<file path="src/rtl/e203_exu_pkg.sv">
// Shared EXU definitions: flush FSM states, flush channel
// priority indices and the channel-index width helper.
package e203_exu_pkg;

    typedef logic [0:0] flush_state_t;

    localparam flush_state_t FLUSH_IDLE = 1'b0;
    localparam flush_state_t FLUSH_LOCK = 1'b1;

    localparam int FLUSH_CH_EXCP = 0;
    localparam int FLUSH_CH_BRCH = 1;

    function automatic int id_w(input int n);
        return (n > 1) ? $clog2(n) : 1;
    endfunction

endpackage

</file>
<file path="src/rtl/e203_exu_flush_prio.sv">
// Lowest-index-wins priority encoder: one-hot grant,
// binary index and an any-request flag.
module e203_exu_flush_prio #(
    parameter int N   = 3,
    parameter int IDW = 1
) (
    input  logic [N-1:0]   req_i,
    output logic [N-1:0]   grant_o,
    output logic [IDW-1:0] idx_o,
    output logic           any_o
);

    assign grant_o = req_i & (~req_i + N'(1));
    assign any_o   = |req_i;

    always_comb begin
        idx_o = '0;
        for (int i = N - 1; i >= 0; i--) begin
            if (req_i[i]) begin
                idx_o = IDW'(i);
            end
        end
    end

endmodule

</file>
<file path="src/rtl/e203_exu_flush_arb.sv">
// N-channel prioritised pipeline-flush arbiter with grant lock,
// commit gating and a saturating flush counter.
module e203_exu_flush_arb
    import e203_exu_pkg::*;
#(
    parameter int NCH   = 3,
    parameter int PC_W  = 32,
    parameter int CNT_W = 16,
    parameter int ID_W  = id_w(NCH)
) (
    input  logic              clk,
    input  logic              rst_n,
    input  logic [NCH-1:0]    src_req,
    input  logic [NCH*PC_W-1:0] src_op1,
    input  logic [NCH*PC_W-1:0] src_op2,
    output logic [NCH-1:0]    src_ack,
    output logic              pipe_flush_req,
    output logic [PC_W-1:0]   pipe_flush_add_op1,
    output logic [PC_W-1:0]   pipe_flush_add_op2,
    input  logic              pipe_flush_ack,
    output logic              flush_pulse,
    output logic [ID_W-1:0]   flush_src_id,
    input  logic              cmt_valid,
    output logic              nonflush_cmt_ena,
    output logic [CNT_W-1:0]  flush_cnt,
    input  logic              cnt_clr
);

    flush_state_t    state_q, state_d;
    logic [ID_W-1:0] idx_q, idx_d;
    logic [PC_W-1:0] op1_q, op1_d;
    logic [PC_W-1:0] op2_q, op2_d;
    logic [CNT_W-1:0] cnt_q, cnt_d;

    logic [NCH-1:0]  req_eff;
    logic [NCH-1:0]  win_oh;
    logic [ID_W-1:0] win_idx;
    logic            win_any;
    logic [PC_W-1:0] win_op1, win_op2;
    logic            lock;

    // Requests are masked while in reset so every output reads zero.
    assign req_eff = src_req & {NCH{rst_n}};

    e203_exu_flush_prio #(
        .N   (NCH),
        .IDW (ID_W)
    ) u_prio (
        .req_i   (req_eff),
        .grant_o (win_oh),
        .idx_o   (win_idx),
        .any_o   (win_any)
    );

    always_comb begin
        win_op1 = '0;
        win_op2 = '0;
        for (int i = 0; i < NCH; i++) begin
            if (win_oh[i]) begin
                win_op1 |= src_op1[i*PC_W +: PC_W];
                win_op2 |= src_op2[i*PC_W +: PC_W];
            end
        end
    end

    assign lock = (state_q == FLUSH_LOCK);

    assign pipe_flush_req     = lock | win_any;
    assign pipe_flush_add_op1 = lock ? op1_q : win_op1;
    assign pipe_flush_add_op2 = lock ? op2_q : win_op2;
    assign flush_src_id       = lock ? idx_q : win_idx;
    assign flush_pulse        = pipe_flush_req & pipe_flush_ack;
    assign nonflush_cmt_ena   = rst_n & cmt_valid & ~pipe_flush_req;
    assign flush_cnt          = cnt_q;

    always_comb begin
        src_ack = '0;
        for (int i = 0; i < NCH; i++) begin
            src_ack[i] = pipe_flush_ack &
                (lock ? (idx_q == ID_W'(i)) : win_oh[i]);
        end
    end

    always_comb begin
        state_d = state_q;
        idx_d   = idx_q;
        op1_d   = op1_q;
        op2_d   = op2_q;
        unique case (1'b1)
            (state_q == FLUSH_IDLE): begin
                if (win_any && !pipe_flush_ack) begin
                    state_d = FLUSH_LOCK;
                    idx_d   = win_idx;
                    op1_d   = win_op1;
                    op2_d   = win_op2;
                end
            end
            (state_q == FLUSH_LOCK): begin
                if (pipe_flush_ack) begin
                    state_d = FLUSH_IDLE;
                end
            end
            default: state_d = FLUSH_IDLE;
        endcase
    end

    always_comb begin
        cnt_d = cnt_q;
        if (cnt_clr) begin
            cnt_d = '0;
        end else if (flush_pulse && (cnt_q != '1)) begin
            cnt_d = cnt_q + CNT_W'(1);
        end
    end

    always_ff @(posedge clk or negedge rst_n) begin
        if (!rst_n) begin
            state_q <= FLUSH_IDLE;
            idx_q   <= '0;
            op1_q   <= '0;
            op2_q   <= '0;
            cnt_q   <= '0;
        end else begin
            state_q <= state_d;
            idx_q   <= idx_d;
            op1_q   <= op1_d;
            op2_q   <= op2_d;
            cnt_q   <= cnt_d;
        end
    end

    // A locked channel must keep requesting until it is acknowledged.
    a_lock_held: assert property (
        @(posedge clk) disable iff (!rst_n)
        lock |-> src_req[idx_q]
    );

    a_ack_onehot: assert property (
        @(posedge clk) disable iff (!rst_n)
        $onehot0(src_ack)
    );

endmodule

</file>
<file path="config.mk">
export PLATFORM = sky130hd
export DESIGN_NAME = e203_exu_flush_arb
export DESIGN_NICKNAME = d
export VERILOG_FILES = /design/src/rtl/e203_exu_pkg.sv /design/src/rtl/e203_exu_flush_prio.sv /design/src/rtl/e203_exu_flush_arb.sv
export SDC_FILE = /design/constraint.sdc
export NUM_CORES = 1
export LEC_CHECK = 0
export ABC_AREA = 1
export BUFFER_PORTS_ARGS = -buffer_cell sky130_fd_sc_hd__buf_2
export CORE_AREA = 2 2 138 106
export DETAILED_ROUTE_END_ITERATION = 8
export DIE_AREA = 0 0 140 108
export GPL_ROUTABILITY_DRIVEN = 0
export PLACE_DENSITY_LB_ADDON = 0.1
export SLEW_MARGIN = 20
export SYNTH_ARGS = -nofsm -noshare
export SYNTH_HDL_FRONTEND = slang
export SYNTH_SLANG_ARGS = --single-unit
</file>
<file path="constraint.sdc">
create_clock -name clk -period 4.9 [get_ports clk]
set_clock_uncertainty 0.05 [all_clocks]
set_input_delay 1.47 -clock clk [delete_from_list [all_inputs] [get_ports clk]]
set_output_delay 1.47 -clock clk [all_outputs]
set_load 0.03 [all_outputs]
</file>
After elaboration in Yosys (flattened, before gate mapping) --
Index checks and enable logic that the tools add are counted.
Cells by class: add/subtract/negate cells 2, multiply operators 0, divide/modulo/power cells 0, order comparisons 0, equality and inequality tests 3, shifts and indexed selects 0, muxes and demuxes 20, bitwise operators 16, reduce and logical (&&, ||, !) cells 7
Operators by type and width (count):
- 32-bit two-way mux | 8
- 32-bit bitwise OR | 4
- 16-bit two-way mux | 2
- 16-bit by 1-bit adder with 16-bit output, second input constant | 1
- 16-bit inequality test, second input constant | 1
- 2-bit two-way mux | 4
- 1-bit AND | 6
- 3-bit AND | 2
- 1-bit two-way mux | 5
- 3-bit by 1-bit adder with 3-bit output, second input constant | 1
- 3-bit inverter | 1
- 3-bit OR reduction | 1
- 2-bit by 1-bit equality test with 1-bit output, second input constant | 1
- 2-bit equality test, second input constant | 1
- 1-bit logical AND | 2
- 2-bit zero test | 1
- 1-bit inverter | 2
- 1-bit case mux with 2 select lines | 1
- 2-bit AND reduction | 1
- 2-bit nonzero test | 1
- 1-bit zero test | 1
- 1-bit bitwise OR | 1
Storage, ports and cells: register bits after elaboration 83, latch bits 0, bits in writable memories 0, bits in read-only memories 0, bits of input ports 200, output and inout port bits 88, word-level logic and storage cells 53, memories kept 0

Longest topological paths before layout --
depth in word-level cells 10, depth in mapped cells 10, gate-level depth less buffers 9

Hierarchy --
Synthesis repeated with hierarchy kept, for this count alone.
Second synthesis, totals: cell total of the unflattened synthesis 887, area total of the unflattened synthesis 5524.0 µm²
Modules (own cells, without submodules):
- e203_exu_flush_arb | instances 1, cells an instance 877, area an instance 5476.5 µm², seq. area each 2077.0 µm²
- e203_exu_flush_prio | instances 1, cells an instance 10, area an instance 47.5 µm², seq. area each 0.0 µm²

Worst setup path before layout --
Ideal clock, no wire load.
kind input to output, from in src_req[0], to out pipe_flush_add_op1[2], arrival 2.882 ns, required time 3.380 ns, path slack 0.498 ns, stages 7, buffers on the path 2, cells stage by stage nand2_2 > clkbuf_1 > buf_2 > nand3_1 > nand2_1 > a21oi_1 > o21ai_0
On the way: longest elaborated chain between the ends 10
Ends and longest elaborated chain:
- start: declaration | RTL line e203_exu_flush_arb.sv:13 | input logic [NCH-1:0] src_req,
- 3-bit AND * | RTL line e203_exu_flush_arb.sv:43 | assign req_eff = src_req & {NCH{rst_n}};
- 3-bit inverter | RTL line e203_exu_flush_prio.sv:13 | assign grant_o = req_i & (~req_i + N'(1));
- 3-bit by 1-bit adder with 3-bit output | RTL line e203_exu_flush_prio.sv:13
- 3-bit AND * | RTL line e203_exu_flush_prio.sv:13
- 32-bit two-way mux | RTL line e203_exu_flush_arb.sv:59 | if (win_oh[i]) begin
- 32-bit bitwise OR | RTL line e203_exu_flush_arb.sv:60 | win_op1 |= src_op1[i*PC_W +: PC_W];
- 32-bit two-way mux | RTL line e203_exu_flush_arb.sv:59
- 32-bit bitwise OR | RTL line e203_exu_flush_arb.sv:60
- 32-bit two-way mux * | RTL line e203_exu_flush_arb.sv:59
- 32-bit two-way mux * | RTL line e203_exu_flush_arb.sv:69 | assign pipe_flush_add_op1 = lock ? op1_q : win_op1;
- end: declaration | RTL line e203_exu_flush_arb.sv:18 | output logic [PC_W-1:0] pipe_flush_add_op1,
Every way passes the cells marked *; elsewhere a longest branch is shown, timed or not.

Final worst setup path --
from in rst_n, to out pipe_flush_add_op2[13]
On the way: longest elaborated chain between the ends 10
Ends and longest elaborated chain:
- start: declaration | RTL line e203_exu_flush_arb.sv:12 | input logic rst_n,
- 3-bit AND * | RTL line e203_exu_flush_arb.sv:43
- 3-bit inverter | RTL line e203_exu_flush_prio.sv:13
- 3-bit by 1-bit adder with 3-bit output | RTL line e203_exu_flush_prio.sv:13
- 3-bit AND * | RTL line e203_exu_flush_prio.sv:13
- 32-bit two-way mux | RTL line e203_exu_flush_arb.sv:59
- 32-bit bitwise OR | RTL line e203_exu_flush_arb.sv:61 | win_op2 |= src_op2[i*PC_W +: PC_W];
- 32-bit two-way mux | RTL line e203_exu_flush_arb.sv:59
- 32-bit bitwise OR | RTL line e203_exu_flush_arb.sv:61
- 32-bit two-way mux * | RTL line e203_exu_flush_arb.sv:59
- 32-bit two-way mux * | RTL line e203_exu_flush_arb.sv:70 | assign pipe_flush_add_op2 = lock ? op2_q : win_op2;
- end: declaration | RTL line e203_exu_flush_arb.sv:19 | output logic [PC_W-1:0] pipe_flush_add_op2,
Marked as above.

==> impl_metrics.ini <==
[clock_network]
postCtsHoldBufs = 0
htree_levels = 3
post-cts-setup-buffers = 0
clock_latency_ns = 0.33
cts.clk_slew.worst_paths_ns = 0.06
cts_resized = 0
clockBufferDepth = 2
cts_tree = built
cts_inserted_buffers = 9
cts_sinks = 83
clock-root-buffer = clkbuf_16

[setup_path]
reg2reg_to = op1_q[8]
cp-end-kind = output pin
crit_fanout = 21
reg2reg_from = lock
endpoint = pipe_flush_add_op2[13]
rrSetupSlack_ns = 2.26
r2r_cells = 4
start_kind = input pin
cp.required_ns = 3.38
arrival_ns = 2.98
crit_start = rst_n
critPathKind = in -> out

[run_status]
outcome = finished with violations
violations = DRC

[timing]
final.setup.tns_ns = 0
fmax_mhz = 222
rsz0062_at_grt = no
relSlewSlack_pct = 43.9
setup_viol = 0
hold_viol = 0
period_needed_ns = 4.50
worst-slew-pin-transition_ns = 0.841
period_share_pct = 91.8
drv_slew = 0

[cells_and_area]
most-common-layout-cells = nand2_1 (323), buf_2 (286), o21ai_0 (85)
final-instance-count-excl-fill = 1242
final_common_cell = nand2_1
nets = 1263
syn2layout_area_growth_pct = 32.5
fillers = 1389
post-route-cell-area_mm2 = 0.00718
fin_util_pct = 52.6
drive_above_1_share_pct = 31.1

[routing]
routed_via_density = 5.00
wl_um = 17500
vias = 6208
postRouteAntennaNets = 0
drtPass1Iterations = 9
drt_iter0_markers = 297
wl_per_cell_um = 14.1
drc = 19

[synthesis]
yosysWarnings = 0
synth_cells = 811
synth-edff-count = 0
synth_seq_area_share_pct = 38.3
synth_compound_area_share_pct = 18.8
synth_top_family_by_area = simple AND/OR/NAND/NOR gates
syn_nets = 1012
synth_fa_ha_area_share_pct = 0.231
async_reset_ff_share_pct = 100
synth-simple-area-share_pct = 35.1
yosys-top-cells-area = dfrtp_1 (38%), nand2_1 (22%), o21ai_0 (7.9%)
synth_top_area_cell = dfrtp_1
synth_seq_cells = 83
synth_xor_area_share_pct = 0.647
yosysTopAreaCellShare_pct = 38.3
synthMuxAreaShare_pct = 0.208
synth_cell_types = 28
syn_area_per_cell_um2 = 6.68
syn_area_mm2 = 0.00542
synth_top_flop_cell = dfrtp_1

[floorplanning]
rows = 37
top_level_ports = 288
die_x_um = 140
dieArea_mm2 = 0.0151
start_util_pct = 39.7
core_mm2 = 0.0137
die_y_um = 108

[placement]
dpl-instance-area_mm2 = 0.00691
dpl.hpwl_um = 12800
portBuffers = 287
place_inst = 1226

[grt]
grt_pass1_wl_um = 28800
grt_max_degree = 85
track_usage_pct = 23.4
grt_overflow = 0
grt_pass1_vias = 5811
antenna_found_initial = 1

[pwr]
leakage_nw = 3.83
power_mw = 2.26
ir_drop_v = 0.000159
power_density_mw_per_mm2 = 315

[worst_hold_path]
min_path_type = reg -> reg

[flow_run]
maxCapViolations = 0
## metal layers
metal	wire length (µm)	GRT usage, %
met2	8230	39.9
met1	7770	30.7
met5	0	0
met3	1200	4.56
met4	297	6.49
## worst min-delay path by stage
stage | cells past startpoint | slack, ns | endpoint | from
2_1_floorplan | 2 | 0.40 | op1_q[0] | op1_q[0]
3_3_place_gp | 2 | 0.42 | op1_q[11] | op1_q[11]
3_5_place_dp | 2 | 0.42 | op1_q[11] | op1_q[11]
4_1_cts | 2 | 0.44 | op1_q[11] | op1_q[11]
5_1_grt | 2 | 0.45 | op1_q[13] | op1_q[13]
6_report | 2 | 0.43 | op1_q[21] | op1_q[21]
## logic make-up (layout without fill, tap and decap cells)
family | after synthesis | count (layout)
XOR/XNOR | 4 | 4
flip-flops | 83 | 83
other | 0 | 1
multiplexers | 1 | 1
AND/OR/NAND/NOR | 447 | 447
AO/OA/AOI/OAI | 201 | 201
buffers and inverters | 74 | 329
adder cells (fa/ha/maj) | 1 | 1
## critical path, cell delays in order
cell and delay [ns]:
buf_4 0.13, nand2_1 0.16, inv_2 0.14, nor3_4 0.19
buf_4 0.31, a21oi_1 0.12, o21ai_0 0.22, buf_2 0.24
## report_power, final
part / switching (mW) / internal, mW
clock network: 0.270 / 0.351
logic: 0.499 / 0.247
registers: 0.0873 / 0.803
total: 0.857 / 1.40
## flip-flops by register name, indices dropped and copies added, names as in the netlist
signal,flops
op2_q,32
idx_q,2
op1_q,32
lock,1
flush_cnt,16
## cell usage after synthesis, types with 4 or more instances
library cell    n
nand2_1       323
nor2_1         17
o21ai_0        85
buf_4           5
buf_2          28
nand4_1        16
nand3_1        75
clkbuf_1       23
dfrtp_1        83
buf_6           4
inv_1          12
xor2_1          4
o21ai_1        47
a21oi_1        64
## cell type report
class | count | area (µm²) | area share (%)
inverters | 14 | 52.6 | 0.732
multi-input cells | 654 | 2990 | 41.7
clock buffers | 10 | 239 | 3.33
flip-flops and latches | 83 | 2080 | 29.0
repair buffers | 300 | 1560 | 21.8
well taps | 175 | 219 | 3.05
diodes | 1 | 2.50 | 0.0349
clock inverters | 5 | 30.0 | 0.418
## stage by stage
stage,hold slack (ns),worst slack [ns]
after floorplan,0.403,0.498
after global placement,0.420,0.426
after detailed placement,0.424,0.391
after CTS,0.439,0.389
after global routing,0.451,0.289
final,0.435,0.401
Note: power is estimated with default switching activity, not from simulation.
